<file path="src/rtl/clkspec_arbtst_nshared_pkg.sv">
// Shared constants for the N-channel shared add/subtract unit.
package clkspec_arbtst_nshared_pkg;

  localparam logic [1:0] IDLE  = 2'd0;
  localparam logic [1:0] READ  = 2'd1;
  localparam logic [1:0] WRITE = 2'd2;

  localparam logic OP_ADD = 1'b0;
  localparam logic OP_SUB = 1'b1;

endpackage

</file>
<file path="src/rtl/clkspec_arbtst_nshared_if.sv">
// Request/result bundle between requesters and the shared arithmetic unit.
interface clkspec_arbtst_nshared_if #(
  parameter int WIDTH = 4,
  parameter int NCH   = 4
);
  localparam int CHW = $clog2(NCH);

  logic [NCH-1:0]       req;
  logic [NCH-1:0]       op;
  logic [NCH*WIDTH-1:0] a_in;
  logic [NCH*WIDTH-1:0] b_in;
  logic [NCH-1:0]       ack;
  logic [WIDTH-1:0]     y;
  logic [CHW-1:0]       y_ch;
  logic                 y_carry;
  logic                 y_valid;
  logic                 y_ready;

  modport master (
    output req, op, a_in, b_in, y_ready,
    input  ack, y, y_ch, y_carry, y_valid
  );

  modport slave (
    input  req, op, a_in, b_in, y_ready,
    output ack, y, y_ch, y_carry, y_valid
  );
endinterface

</file>
<file path="src/rtl/clkspec_arbtst_nshared_rr_arb_n.sv">
// Combinational round-robin arbiter: first set request at or after ptr, modulo NCH.
module rr_arb_n #(
  parameter  int NCH = 4,
  localparam int CHW = $clog2(NCH)
) (
  input  logic [NCH-1:0] req,
  input  logic [CHW-1:0] ptr,
  output logic [NCH-1:0] gnt,
  output logic [CHW-1:0] gnt_idx,
  output logic           any_req
);

  logic [CHW-1:0] rot_idx [NCH];

  genvar gi;
  generate
    for (gi = 0; gi < NCH; gi++) begin : g_rot
      always_comb begin
        int s;
        s = int'(ptr) + gi;
        if (s >= NCH) s = s - NCH;
        rot_idx[gi] = CHW'(s);
      end
    end
  endgenerate

  // Scan from the farthest offset down so the nearest set request wins.
  always_comb begin
    gnt     = '0;
    gnt_idx = '0;
    any_req = |req;
    for (int k = NCH - 1; k >= 0; k--) begin
      if (req[rot_idx[k]]) gnt_idx = rot_idx[k];
    end
    if (any_req) gnt[gnt_idx] = 1'b1;
  end

endmodule

</file>
<file path="src/rtl/clkspec_arbtst_nshared.sv">
// N-channel shared adder/subtractor with round-robin arbitration and a held, tagged result.
module clkspec_arbtst_nshared
  import clkspec_arbtst_nshared_pkg::*;
#(
  parameter int WIDTH = 4,
  parameter int NCH   = 4
) (
  input logic                     clk,
  input logic                     reset,
  clkspec_arbtst_nshared_if.slave bus
);
  localparam int CHW = $clog2(NCH);

  logic [1:0]       state_reg;
  logic [CHW-1:0]   ptr_reg;
  logic [CHW-1:0]   g_reg;
  logic [NCH-1:0]   gnt_reg;
  logic [WIDTH-1:0] y_reg;
  logic [CHW-1:0]   y_ch_reg;
  logic             carry_reg;

  logic [NCH-1:0]   arb_gnt;
  logic [CHW-1:0]   arb_idx;
  logic             arb_any;
  logic [CHW-1:0]   ptr_next;

  logic [WIDTH-1:0] a_arr [NCH];
  logic [WIDTH-1:0] b_arr [NCH];
  logic [WIDTH-1:0] a_sel;
  logic [WIDTH-1:0] b_sel;
  logic             op_sel;
  logic [WIDTH:0]   sum;

  rr_arb_n #(.NCH(NCH)) u_arb (
    .req     (bus.req),
    .ptr     (ptr_reg),
    .gnt     (arb_gnt),
    .gnt_idx (arb_idx),
    .any_req (arb_any)
  );

  genvar gi;
  generate
    for (gi = 0; gi < NCH; gi++) begin : g_unpack
      assign a_arr[gi] = bus.a_in[gi*WIDTH +: WIDTH];
      assign b_arr[gi] = bus.b_in[gi*WIDTH +: WIDTH];
    end
  endgenerate

  assign a_sel  = a_arr[g_reg];
  assign b_sel  = b_arr[g_reg];
  assign op_sel = bus.op[g_reg];

  // Extra top bit carries out on add and becomes the borrow on subtract.
  assign sum = (op_sel == OP_ADD) ? ({1'b0, a_sel} + {1'b0, b_sel})
                                  : ({1'b0, a_sel} - {1'b0, b_sel});

  assign ptr_next = (g_reg == CHW'(NCH - 1)) ? '0 : g_reg + 1'b1;

  always_ff @(posedge clk or negedge reset) begin
    if (!reset) begin
      state_reg <= IDLE;
      ptr_reg   <= '0;
      g_reg     <= '0;
      gnt_reg   <= '0;
      y_reg     <= '0;
      y_ch_reg  <= '0;
      carry_reg <= 1'b0;
    end else begin
      case (state_reg)
        IDLE: begin
          if (arb_any) begin
            g_reg     <= arb_idx;
            gnt_reg   <= arb_gnt;
            state_reg <= READ;
          end
        end
        READ: begin
          {carry_reg, y_reg} <= sum;
          y_ch_reg           <= g_reg;
          ptr_reg            <= ptr_next;
          state_reg          <= WRITE;
        end
        WRITE: begin
          if (bus.y_ready) state_reg <= IDLE;
        end
        default: state_reg <= IDLE;
      endcase
    end
  end

  assign bus.ack     = (state_reg == READ) ? gnt_reg : '0;
  assign bus.y_valid = (state_reg == WRITE);
  assign bus.y       = y_reg;
  assign bus.y_ch    = y_ch_reg;
  assign bus.y_carry = carry_reg;

endmodule

</file>
<file path="src/flat_wrapper.sv">
// flat-port wrapper written by rule: the top's interface ports become plain ports
module clkspec_arbtst_nshared_flat import clkspec_arbtst_nshared_pkg::*;
#(
  parameter int WIDTH = 4,
  parameter int NCH   = 4
)
  (clk, reset, bus_req, bus_op, bus_a_in, bus_b_in, bus_y_ready, bus_ack, bus_y, bus_y_ch, bus_y_carry, bus_y_valid);
  clkspec_arbtst_nshared_if #(.WIDTH(WIDTH), .NCH(NCH)) bus_i ();
  input logic clk;
  input logic reset;
  input wire logic [$bits(bus_i.req)-1:0] bus_req;
  input wire logic [$bits(bus_i.op)-1:0] bus_op;
  input wire logic [$bits(bus_i.a_in)-1:0] bus_a_in;
  input wire logic [$bits(bus_i.b_in)-1:0] bus_b_in;
  input wire logic [$bits(bus_i.y_ready)-1:0] bus_y_ready;
  output wire logic [$bits(bus_i.ack)-1:0] bus_ack;
  output wire logic [$bits(bus_i.y)-1:0] bus_y;
  output wire logic [$bits(bus_i.y_ch)-1:0] bus_y_ch;
  output wire logic [$bits(bus_i.y_carry)-1:0] bus_y_carry;
  output wire logic [$bits(bus_i.y_valid)-1:0] bus_y_valid;
  assign bus_i.req = bus_req;
  assign bus_i.op = bus_op;
  assign bus_i.a_in = bus_a_in;
  assign bus_i.b_in = bus_b_in;
  assign bus_i.y_ready = bus_y_ready;
  assign bus_ack = bus_i.ack;
  assign bus_y = bus_i.y;
  assign bus_y_ch = bus_i.y_ch;
  assign bus_y_carry = bus_i.y_carry;
  assign bus_y_valid = bus_i.y_valid;
  clkspec_arbtst_nshared #(.WIDTH(WIDTH), .NCH(NCH)) u_core (.clk(clk), .reset(reset), .bus(bus_i));
endmodule
</file>
<file path="config.mk">
export PLATFORM = sky130hd
export DESIGN_NAME = clkspec_arbtst_nshared_flat
export DESIGN_NICKNAME = d
export VERILOG_FILES = /design/src/rtl/clkspec_arbtst_nshared_pkg.sv /design/src/rtl/clkspec_arbtst_nshared_if.sv /design/src/rtl/clkspec_arbtst_nshared_rr_arb_n.sv /design/src/rtl/clkspec_arbtst_nshared.sv /design/src/flat_wrapper.sv
export SDC_FILE = /design/constraint.sdc
export NUM_CORES = 1
export LEC_CHECK = 0
export BUFFER_PORTS_ARGS = -buffer_cell sky130_fd_sc_hd__clkbuf_2
export CAP_MARGIN = 0
export CORE_MARGIN = 1
export CORE_UTILIZATION = 42
export DETAILED_ROUTE_END_ITERATION = 8
export PLACE_DENSITY = 0.86
export SLEW_MARGIN = 5
export SYNTH_ARGS = -nofsm -noshare
export SYNTH_HDL_FRONTEND = slang
export SYNTH_SLANG_ARGS = --single-unit
</file>
<file path="constraint.sdc">
create_clock -name clk -period 2.4 [get_ports clk]
set_input_delay 0.12 -clock clk [delete_from_list [all_inputs] [get_ports clk]]
set_output_delay 0.12 -clock clk [all_outputs]
set_load 0.01 [all_outputs]
</file>
==> flow_summary.toml <==
[timing]
layout_min_cycle_time_ps = 2410
rsz0062_at_grt = "yes"
setup_viol = 1
hold_ws_ps = 13.8
fin_crit_sh = 1.01
skew_ps = 1.35
slew_headroom = 0.621
worst_pin_slew_ps = 567
slew_viol_final = 0
hold_viol_final = 0
fmax_mhz = 414
worst_slack_ps = -12.7

[global_routing]
overflow = 0
grt_max_degree = 18
grt_pass1_wl_mm = 4.71
met3_usage = 0.0535
use_met2 = 0.347
grt_pass1_vias = 1088
track_usage = 0.196
grt_use_met1 = 0.234
grt_antenna_before_repair = 0
top_usage_layer = "met2"

[worst_setup_path]
cp.depth = 10
end_kind = "flip-flop"
startpoint_type = "flip-flop"
path_max_fanout = 4
worst_ep_required_time_ps = 2580
arrival_ps = 2590
crit_path_max_incr_delay_ps = 550
cp.buffers_inverters = 1
cp_top_family = "multiplexers"
path_cells = "mux4_2 -> buf_6 -> nor2_4 -> a21oi_2 -> xnor2_1 -> ha_1 -> nand3_2 -> and3_4 -> a22oi_2 -> nand2_1"
crit_type = "flip-flop to flip-flop"
cp_slowest_cell = "mux4_2"
reg2regPathDepth = 10

[pwr]
power.leakage_nw = 0.846
power.internal_mw = 1.37
p_seq_frac = 0.224
p_switching_mw = 1.05
cellPowerDensity_mw_per_mm2 = 1430
clkPwrFrac = 0.063
p_sw_frac = 0.435
vdd_drop_max_mv = 0.975
p_comb_frac = 0.712

[layout]
final_common_cell = "clkbuf_2"
diodes = 0
fin_area_mm2 = 0.00169
final_cell_mix = "clkbuf_2 (54), nand2_1 (24), dfrtp_1 (15)"
drive_gt1_frac = 0.492
fillers = 231
nets = 238
syn_to_final_growth_pct = 37.8

[die]
die_w_um = 56.1
ios = 55
dieHeight_um = 56.1
initial_utilization = 0.446
die_area_mm2 = 0.00315
rows = 19
core_mm2 = 0.00276

[detailed_routing]
routedWlPerCell_um = 14.3
dr.first_iter.drc_count = 23
ant_nets = 0
wirelength_mm = 3.13
vias = 1150
dr.pass1.iters = 4
viasPerCell = 5.28
drc_errors = 0

[logic_synthesis]
yosys.cell_types.count = 37
synth_seq_area_share = 0.346
yosys_warnings = 0
synth_nets = 173
synth_cells = 123
yosys_register_bits = 17
syn_area_mm2 = 0.00123
syn_area_per_cell_um2 = 9.99

[cts]
clk_pin_slew_ps = 90
clkLatencyLatePin_ps = 290
numCtsBuffers = 3
cts_max_level = 1
cts.sinks = 17
cts_buffer_depth = 2
cts-root-buf = "clkbuf_4"
cts_tree = "yes"

[place]
placed_area_mm2 = 0.00156
dpl.hpwl_mm = 2.23
portBuffers = 54
gp_congestion = 0.879

[hold_path]
holdPathStages = 2
hold_class = "input port to flip-flop"

[run_status]
violations = "setup timing"
status = "finished, violations left"

[job]
max-cap-violations = 0
-- metal layers --
metal | up-vias | routed length, um
li1 | 565 | -
met5 | - | 0
met1 | 536 | 1280
met4 | 0 | 131
met2 | 35 | 1560
met3 | 14 | 146
-- kinds of logic (layout without fill, tap and decap cells) --
group	count (synthesis)	after routing	synth area share
flip-flops	17	17	0.346
adder cells (fa/ha/maj)	7	7	0.0774
AO/OA/AOI/OAI	22	22	0.117
AND/OR/NAND/NOR	46	46	0.181
XOR/XNOR	3	3	0.0214
multiplexers	14	14	0.203
buffers and inverters	14	78	0.0540
-- power groups by stage --
stage	combinational (mW)	clock, mW	sequential (mW)
floorplan	1.07	0	0.521
global placement	1.36	0	0.533
detailed placement	1.41	0	0.535
CTS	1.61	0.162	0.536
global route	1.89	0.173	0.560
finish	1.73	0.154	0.543
-- cell usage after synthesis --
library cell	instances	area share
a211oi_2	1	0.010
mux4_1	2	0.043
o21ai_0	4	0.016
ha_1	6	0.061
mux2i_1	5	0.041
buf_2	2	0.0081
nand2b_1	3	0.015
mux2_2	1	0.0092
clkbuf_1	2	0.0061
mux4_2	6	0.11
nor3b_1	1	0.0061
buf_6	1	0.0092
nand2_1	24	0.073
o22a_1	1	0.0071
a21oi_1	4	0.016
nor4_1	1	0.0051
and3_1	1	0.0051
o21a_1	1	0.0061
inv_1	7	0.021
or3_1	3	0.015
nor3_1	1	0.0041
buf_4	1	0.0061
o21ai_1	4	0.016
nand3_1	1	0.0041
a22oi_1	1	0.0061
inv_2	1	0.0031
o31ai_1	3	0.018
o221ai_1	1	0.0071
xnor2_1	3	0.021
nor3b_2	1	0.010
dfrtp_1	17	0.35
nor2_1	4	0.012
a21oi_2	1	0.0071
fa_1	1	0.016
nor2b_1	2	0.010
a21boi_0	1	0.0061
and2_1	4	0.020
-- repair_timing --
| action | 4_1_cts | 5_1_grt |
|---|---|---|
| gates resized for setup | 10 | 6 |
| endpoints found under the hold margin | 17 | 0 |
| setup buffers | 4 | 2 |
| endpoints found under the setup margin | 2 | 2 |
| hold buffers | 1 | 0 |
| pin swaps | 7 | 8 |
-- worst reg2reg max path: stages (launching register included) --
cell and delay, ps:
dfrtp_2 430, mux4_2 550, buf_6 150, nor2_4 80, a21oi_2 60, xnor2_1 120, ha_1 360, nand3_2 120
and3_4 190, a22oi_2 150, nand2_1 90
-- layout make-up --
class | instances | area [um^2] | share of cell area
repair buffers | 66 | 378 | 0.223
well taps | 31 | 38.8 | 0.0229
multi-input cells | 92 | 792 | 0.468
clock buffers | 4 | 26.3 | 0.0155
inverters | 8 | 30.0 | 0.0177
flip-flops and latches | 17 | 428 | 0.253
-- final timing paths --
path                                             start                               to  slack, ps
setup reg to reg           u_core.g_reg[0]$_DFFE_PN0P_   u_core.bus.y_carry$_DFFE_PN0N_        -10
max in group asynchronous                        reset      u_core.g_reg[1]$_DFFE_PN0P_       1790
hold / removal                             bus_y_ready  u_core.state_reg[1]$_DFFE_PN0P_         10
min in group asynchronous                        reset      u_core.g_reg[0]$_DFFE_PN0P_        290
setup / recovery           u_core.g_reg[0]$_DFFE_PN0P_   u_core.bus.y_carry$_DFFE_PN0N_        -10
hold reg to reg            u_core.bus.y[1]$_DFFE_PN0N_      u_core.bus.y[1]$_DFFE_PN0N_        480
-- through the flow --
step           cells   util  worst slack [ps]  setup TNS (ps)  power, mW
5_1_grt          218  0.614              -145            -240       2.63
4_1_cts          216  0.603             -20.1           -36.9       2.31
3_3_place_gp     207  0.564              5.70               0       1.89
2_1_floorplan    123      -             -24.4           -24.4       1.60
6_report         218  0.614             -12.7           -12.7       2.42
3_5_place_dp     207  0.564             -64.3            -115       1.94
Power figures use the tool's default switching activity.
